<file path="src/rtl/mcu_sample_rom.sv">
// mcu_sample_rom
//   Byte-wide sample ROM window onto SDRAM. A 16-bit sample address selects a
//   byte; the containing 16-bit word is fetched over a toggle req/ack port and
//   held in a current-word buffer. Optional next-word prefetch keeps
//   sequential playback free of stalls at word boundaries.
//
//   Build option: define MCU_SAMPLE_PREFETCH_EN to add the next-word buffer
//   and the PREFETCH state. Without it every word crossing is a miss.
//
// Ports
//   CLK_32M          system clock, rising edge
//   reset_n          asynchronous active-low reset
//   sample_addr_wr   [0] loads addr[7:0], [1] loads addr[15:8] (strobes)
//   sample_addr      address write data
//   sample_inc       strobe: addr <= addr + 1 (address write wins)
//   sample_rom_data  registered byte at the current address
//   data_valid       registered: sample_rom_data matches the current address
//   sdr_addr         SDRAM byte address of the outstanding/last word request
//   sdr_req          toggle request
//   sdr_ack          toggle acknowledge, done when sdr_ack == sdr_req
//   sdr_data         SDRAM word, sampled in the completion cycle
module mcu_sample_rom #(
   parameter logic [24:0] SDR_BASE = 25'h0000000
) (
   input  logic        CLK_32M,
   input  logic        reset_n,
   input  logic [1:0]  sample_addr_wr,
   input  logic [15:0] sample_addr,
   input  logic        sample_inc,
   output logic [7:0]  sample_rom_data,
   output logic        data_valid,
   output logic [24:0] sdr_addr,
   output logic        sdr_req,
   input  logic        sdr_ack,
   input  logic [15:0] sdr_data
);

`ifdef MCU_SAMPLE_PREFETCH_EN
   typedef enum logic [1:0] {IDLE, FETCH, PREFETCH} state_t;
`else
   typedef enum logic [1:0] {IDLE, FETCH} state_t;
`endif

   state_t      state, state_n;
   logic [15:0] addr, addr_n, addr_inc;
   logic [14:0] tag_n;
   // The current buffer's tag is addr[15:1] by construction: any change of
   // that tag either promotes a matching next word or invalidates the buffer.
   logic [15:0] cur_data, cur_data_n;
   logic        cur_vld, cur_vld_n;
   logic [14:0] req_tag, req_tag_n;
   logic        req_n;
   logic        done;

`ifdef MCU_SAMPLE_PREFETCH_EN
   logic [14:0] nxt_tag, nxt_tag_n;
   logic [15:0] nxt_data, nxt_data_n;
   logic        nxt_vld, nxt_vld_n;
`endif

   // Handshake is quiescent when ack has caught up with req. Gating new
   // requests on this also swallows a stale ack that lands after a reset.
   assign done     = (sdr_ack == sdr_req);
   assign addr_inc = addr + 16'd1;
   assign sdr_addr = SDR_BASE + {9'd0, req_tag, 1'b0};

   always_comb begin
      addr_n     = addr;
      cur_data_n = cur_data;
      cur_vld_n  = cur_vld;
      req_n      = sdr_req;
      req_tag_n  = req_tag;
      state_n    = state;
`ifdef MCU_SAMPLE_PREFETCH_EN
      nxt_tag_n  = nxt_tag;
      nxt_data_n = nxt_data;
      nxt_vld_n  = nxt_vld;
`endif

      // Address update: write beats increment.
      if (|sample_addr_wr) begin
         if (sample_addr_wr[0]) addr_n[7:0]  = sample_addr[7:0];
         if (sample_addr_wr[1]) addr_n[15:8] = sample_addr[15:8];
         if (addr_n[15:1] != addr[15:1]) cur_vld_n = 1'b0;
      end else if (sample_inc) begin
         addr_n = addr_inc;
         if (!addr_inc[0]) begin
`ifdef MCU_SAMPLE_PREFETCH_EN
            if (nxt_vld && (nxt_tag == addr_inc[15:1])) begin
               cur_data_n = nxt_data;
               cur_vld_n  = 1'b1;
               nxt_vld_n  = 1'b0;
            end else begin
               cur_vld_n  = 1'b0;
            end
`else
            cur_vld_n = 1'b0;
`endif
         end
      end
      tag_n = addr_n[15:1];

      // Fetch engine. Decisions use the post-update address so a miss is
      // requested in the same cycle the address moves. Requests are never
      // cancelled; stale completions are dropped by the tag compare.
      case (state)
         IDLE: begin
            if (done) begin
               if (!cur_vld_n) begin
                  req_n     = ~sdr_req;
                  req_tag_n = tag_n;
                  state_n   = FETCH;
               end
`ifdef MCU_SAMPLE_PREFETCH_EN
               else if (!(nxt_vld_n && (nxt_tag_n == tag_n + 15'd1))) begin
                  req_n     = ~sdr_req;
                  req_tag_n = tag_n + 15'd1;
                  state_n   = PREFETCH;
               end
`endif
            end
         end
         FETCH: begin
            if (done) begin
               if (req_tag == tag_n) begin
                  cur_data_n = sdr_data;
                  cur_vld_n  = 1'b1;
               end
               state_n = IDLE;
            end
         end
`ifdef MCU_SAMPLE_PREFETCH_EN
         PREFETCH: begin
            if (done) begin
               if (req_tag == tag_n + 15'd1) begin
                  nxt_tag_n  = req_tag;
                  nxt_data_n = sdr_data;
                  nxt_vld_n  = 1'b1;
               end
               state_n = IDLE;
            end
         end
`endif
         default: state_n = IDLE;
      endcase
   end

   always_ff @(posedge CLK_32M or negedge reset_n) begin
      if (!reset_n) begin
         state    <= IDLE;
         addr     <= 16'h0000;
         cur_data <= 16'h0000;
         cur_vld  <= 1'b0;
         req_tag  <= 15'h0000;
         sdr_req  <= 1'b0;
`ifdef MCU_SAMPLE_PREFETCH_EN
         nxt_tag  <= 15'h0000;
         nxt_data <= 16'h0000;
         nxt_vld  <= 1'b0;
`endif
      end else begin
         state    <= state_n;
         addr     <= addr_n;
         cur_data <= cur_data_n;
         cur_vld  <= cur_vld_n;
         req_tag  <= req_tag_n;
         sdr_req  <= req_n;
`ifdef MCU_SAMPLE_PREFETCH_EN
         nxt_tag  <= nxt_tag_n;
         nxt_data <= nxt_data_n;
         nxt_vld  <= nxt_vld_n;
`endif
      end
   end

   // Output stage follows the buffer by one cycle; the byte holds while the
   // buffer is invalid.
   always_ff @(posedge CLK_32M or negedge reset_n) begin
      if (!reset_n) begin
         sample_rom_data <= 8'h00;
         data_valid      <= 1'b0;
      end else begin
         data_valid <= cur_vld;
         if (cur_vld) sample_rom_data <= addr[0] ? cur_data[15:8] : cur_data[7:0];
      end
   end

endmodule

</file>
<file path="config.mk">
export PLATFORM = sky130hd
export DESIGN_NAME = mcu_sample_rom
export DESIGN_NICKNAME = d
export VERILOG_FILES = /design/src/rtl/mcu_sample_rom.sv
export SDC_FILE = /design/constraint.sdc
export NUM_CORES = 1
export LEC_CHECK = 0
export BUFFER_PORTS_ARGS = -buffer_cell sky130_fd_sc_hd__buf_2
export CAP_MARGIN = 20
export CORE_ASPECT_RATIO = 0.7
export CORE_UTILIZATION = 45
export CTS_CLUSTER_SIZE = 10
export DETAILED_ROUTE_END_ITERATION = 8
export PLACE_DENSITY_LB_ADDON = 0.3
export REMOVE_ABC_BUFFERS = 1
export SKIP_CTS_REPAIR_TIMING = 1
export SLEW_MARGIN = 30
export SYNTH_ARGS = -nofsm -noshare
export SYNTH_HDL_FRONTEND = slang
export SYNTH_SLANG_ARGS = --single-unit
</file>
<file path="constraint.sdc">
create_clock -name CLK_32M -period 4.1 [get_ports CLK_32M]
set_input_delay 0.615 -clock CLK_32M [delete_from_list [all_inputs] [get_ports CLK_32M]]
set_output_delay 0.615 -clock CLK_32M [all_outputs]
set_load 0.02 [all_outputs]
</file>
==> out/results.md <==
### Synthesis
* dominant cell type by area after synthesis: sky130_fd_sc_hd__dfrtp_1
* cell area after synthesis: 3631 um2
* dominant cell by count in the synthesized netlist: sky130_fd_sc_hd__dfrtp_1
* Warnings, synthesis: 0
* Most used DFF post-synth: sky130_fd_sc_hd__dfrtp_1
* fraction of synthesized cell area taken by the top area cell type: 0.4066
* share of the yosys chip area belonging to registers: 0.4066
* Mapped Cells: 366
* average instance area after synthesis: 9.921 um2
* count of flip-flops with a built-in enable after synthesis: 0
* dominant cells by area after synthesis: sky130_fd_sc_hd__dfrtp_1, sky130_fd_sc_hd__mux2_2, sky130_fd_sc_hd__xor2_1, sky130_fd_sc_hd__xnor2_1, sky130_fd_sc_hd__o21ai_0
* top cells by count, synth: sky130_fd_sc_hd__dfrtp_1, sky130_fd_sc_hd__mux2_2, sky130_fd_sc_hd__xor2_1, sky130_fd_sc_hd__nand2_1, sky130_fd_sc_hd__o21ai_0
* asr flop ratio synth: 1.000
* Cell variety after synth: 57
* synthesized flop and latch total: 59

### Setup path
* data required time of the critical path: 4.31 ns
* top fanout value on the critical path: 17
* CP Data Arrival Time: 3.75 ns
* Critical Path Sink Type: flip-flop
* nature of the critical path startpoint: flip-flop
* critical path class: reg -> reg

### Power
* Internal Dissipation: 1.472 mW
* sw frac: 0.3653
* power density over the cells: 544.6 nW/um2
* total power: 2.319 mW
* portion of total power attributed to the clock network: 0.298
* switching power: 847.0 uW
* largest voltage drop on the vdd net: 308.6 uV
* Combinational Power Share: 0.335
* register share of total power: 0.367
* Leakage Power: 1.910 nW

### Floorplan
* Row Count: 26
* number of primary I/O pins: 73
* area of the placeable core: 7547 um2
* vertical die dimension: 77.16 um
* floorplan die area: 8438 um2
* starting density of the core: 0.4811
* width of the chip: 109.4 um

### Detailed routing
* DRC marker count from the first detailed-route iteration: 239
* remaining design rule violation count: 0
* number of detailed-route iterations in the first pass: 4
* final wirelength: 8950 um
* post-DR vias/cell: 5.643
* number of vias after detailed routing: 2,957
* number of nets still failing antenna checks after routing: 0
* average detailed-routed wire length per instance: 17.08 um

### Clock network
* clock-pin slew reported for the worst setup and hold paths after clock tree synthesis: 0.05 ns
* deepest clock path buffer count: 2
* clock tree from TritonCTS: built
* clock tree root buffer cell: sky130_fd_sc_hd__clkbuf_16
* H-tree lvl count: 3
* Inserted Clock Buffers: 9
* worst-skew pair later-pin latency: 0.33 ns
* clock sink count: 59

### Global routing
* global-route total usage across every layer: 0.2323
* pin count of the biggest net entering global routing: 38
* wire length of the first global-routing pass: 14,690 um
* GRT overflow: 0
* number of antenna violations at the first check in global routing: 0
* vias in the first global route: 2,827

### STA
* final critical delay including setup and external delays: 3.539 ns
* final-report hold violation count: 0
* slew margin rel.: 0.5146
* setup TNS: 0 ns
* Final period util: 0.8632
* Final Setup Violations: 0
* transition time at the pin with the least slew margin: 0.7190 ns
* slack of the critical path: 0.5610 ns
* unrepaired setup endpoints after global routing: no
* Fmax: 282.6 MHz
* final clock skew: 0.007002 ns
* max-slew violation total from the final report: 0

### Worst hold path
* Min-Delay Path Class: in -> async

### Final layout
* layout cells sized above 1: 0.2911
* count of filler cells inserted in the layout: 686
* Layout Nets: 461
* Synth-to-Final Area Change: 17.26%
* area of the multi-input gates: 1961 um2
* final standard cell utilization of the core: 0.5642
* Storage cell area: 1476 um2
* diode insertion count for antenna repair: 0

### Status
* outcome: completed

### Placement
* Post-DP HPWL: 6623 um
* routability cong.: 0.9020
* count of port buffers added during placement: 62
* worst setup slack after placement: 0.4547 ns

### Flow run
* number of max-cap violations: 0

power groups by stage:
stage | registers, mW | logic [mW] | clock network, mW
floorplan | 0.929 | 0.416 | 0
global placement | 0.853 | 0.767 | 0
detailed placement | 0.858 | 0.773 | 0
CTS | 0.850 | 0.779 | 0.710
global route | 0.874 | 0.840 | 0.737
finish | 0.850 | 0.777 | 0.691
cells by family (layout without fill, tap and decap cells):
kind of cell / Yosys count / count (layout) / share of synthesized area
AND/OR/NAND/NOR: 111 / 111 / 0.1737
AO/OA/AOI/OAI: 62 / 62 / 0.1179
flip-flops: 59 / 59 / 0.4066
XOR/XNOR: 47 / 47 / 0.1134
buffers and inverters: 45 / 96 / 0.06271
multiplexers: 40 / 40 / 0.1213
adder cells (fa/ha/maj): 1 / 1 / 0.003445
other: 1 / 10 / 0.001033
stage by stage:
stage / std cells / instance area [um2] / hold WS, ns
floorplan: 339 / 3471 / 0.3194
finish: 524 / 4258 / 0.2852
detailed placement: 509 / 3979 / 0.4926
global placement: 509 / 3979 / 0.4711
global route: 524 / 4258 / 0.3239
CTS: 524 / 4258 / 0.2957
layer usage:
| layer | vias up | wire, um | GRT usage |
|---|---|---|---|
| li1 | 1422 | - | - |
| met3 | 8 | 689 | 0.05697 |
| met4 | 0 | 104 | 0.07733 |
| met1 | 1416 | 4362 | 0.3452 |
| met2 | 111 | 3794 | 0.3258 |
| met5 | - | 0 | 0 |
placed cells by master (no fill, tap or decap), types with 8 or more instances in the layout:
cell | synthesis | layout
sky130_fd_sc_hd__a21oi_1 | 15 | 15
sky130_fd_sc_hd__buf_2 | 8 | 62
sky130_fd_sc_hd__buf_4 | 10 | 10
sky130_fd_sc_hd__clkbuf_16 | 0 | 9
sky130_fd_sc_hd__conb_1 | 1 | 10
sky130_fd_sc_hd__dfrtp_1 | 59 | 59
sky130_fd_sc_hd__inv_1 | 8 | 8
sky130_fd_sc_hd__mux2_2 | 31 | 31
sky130_fd_sc_hd__mux2i_1 | 8 | 8
sky130_fd_sc_hd__nand2_1 | 22 | 22
sky130_fd_sc_hd__nand3_1 | 8 | 8
sky130_fd_sc_hd__nand4_1 | 14 | 14
sky130_fd_sc_hd__nor2_1 | 18 | 18
sky130_fd_sc_hd__o21ai_0 | 20 | 20
sky130_fd_sc_hd__xnor2_1 | 19 | 19
sky130_fd_sc_hd__xor2_1 | 28 | 28
sequential cells by signal (all words and copies together) (netlist names):
name and cells:
addr 16, cur_data 16, req_tag 15, sample_rom_data 8
cur_vld 1, data_valid 1, sdr_req 1, state 1
area by class of cell:
class                   instances  share of cell area
clock buffers                  11             0.05936
clock inverters                 4            0.006171
inverters                       9            0.007934
multi-input cells             271              0.4605
flip-flops and latches         59              0.3468
well taps                      98             0.02880
repair buffers                 72             0.09051
critical path: stages, from the launching register on:
cell	delay, ns
sky130_fd_sc_hd__dfrtp_1	0.48
sky130_fd_sc_hd__nand4_1	0.43
sky130_fd_sc_hd__or4_1	0.66
sky130_fd_sc_hd__nand3_1	0.18
sky130_fd_sc_hd__xor2_1	0.11
sky130_fd_sc_hd__or4_4	0.56
sky130_fd_sc_hd__a2111oi_4	0.32
sky130_fd_sc_hd__buf_4	0.30
sky130_fd_sc_hd__mux2_2	0.37
final timing paths:
| check | from | endpoint | slack [ns] | cells past startpoint |
|---|---|---|---|---|
| worst max-delay path | addr[7] | cur_data[5] | 0.56 | 8 |
| worst min-delay path | reset_n | req_tag[0] | 0.29 | 1 |
| worst max register to register | addr[7] | cur_data[5] | 0.56 | 8 |
| worst min register to register | cur_data[7] | cur_data[7] | 0.50 | 1 |
| max in group asynchronous | reset_n | cur_data[5] | 2.94 | 2 |
| min in group CLK_32M | cur_data[7] | cur_data[7] | 0.50 | 1 |
(Power assumes the default switching activity.)
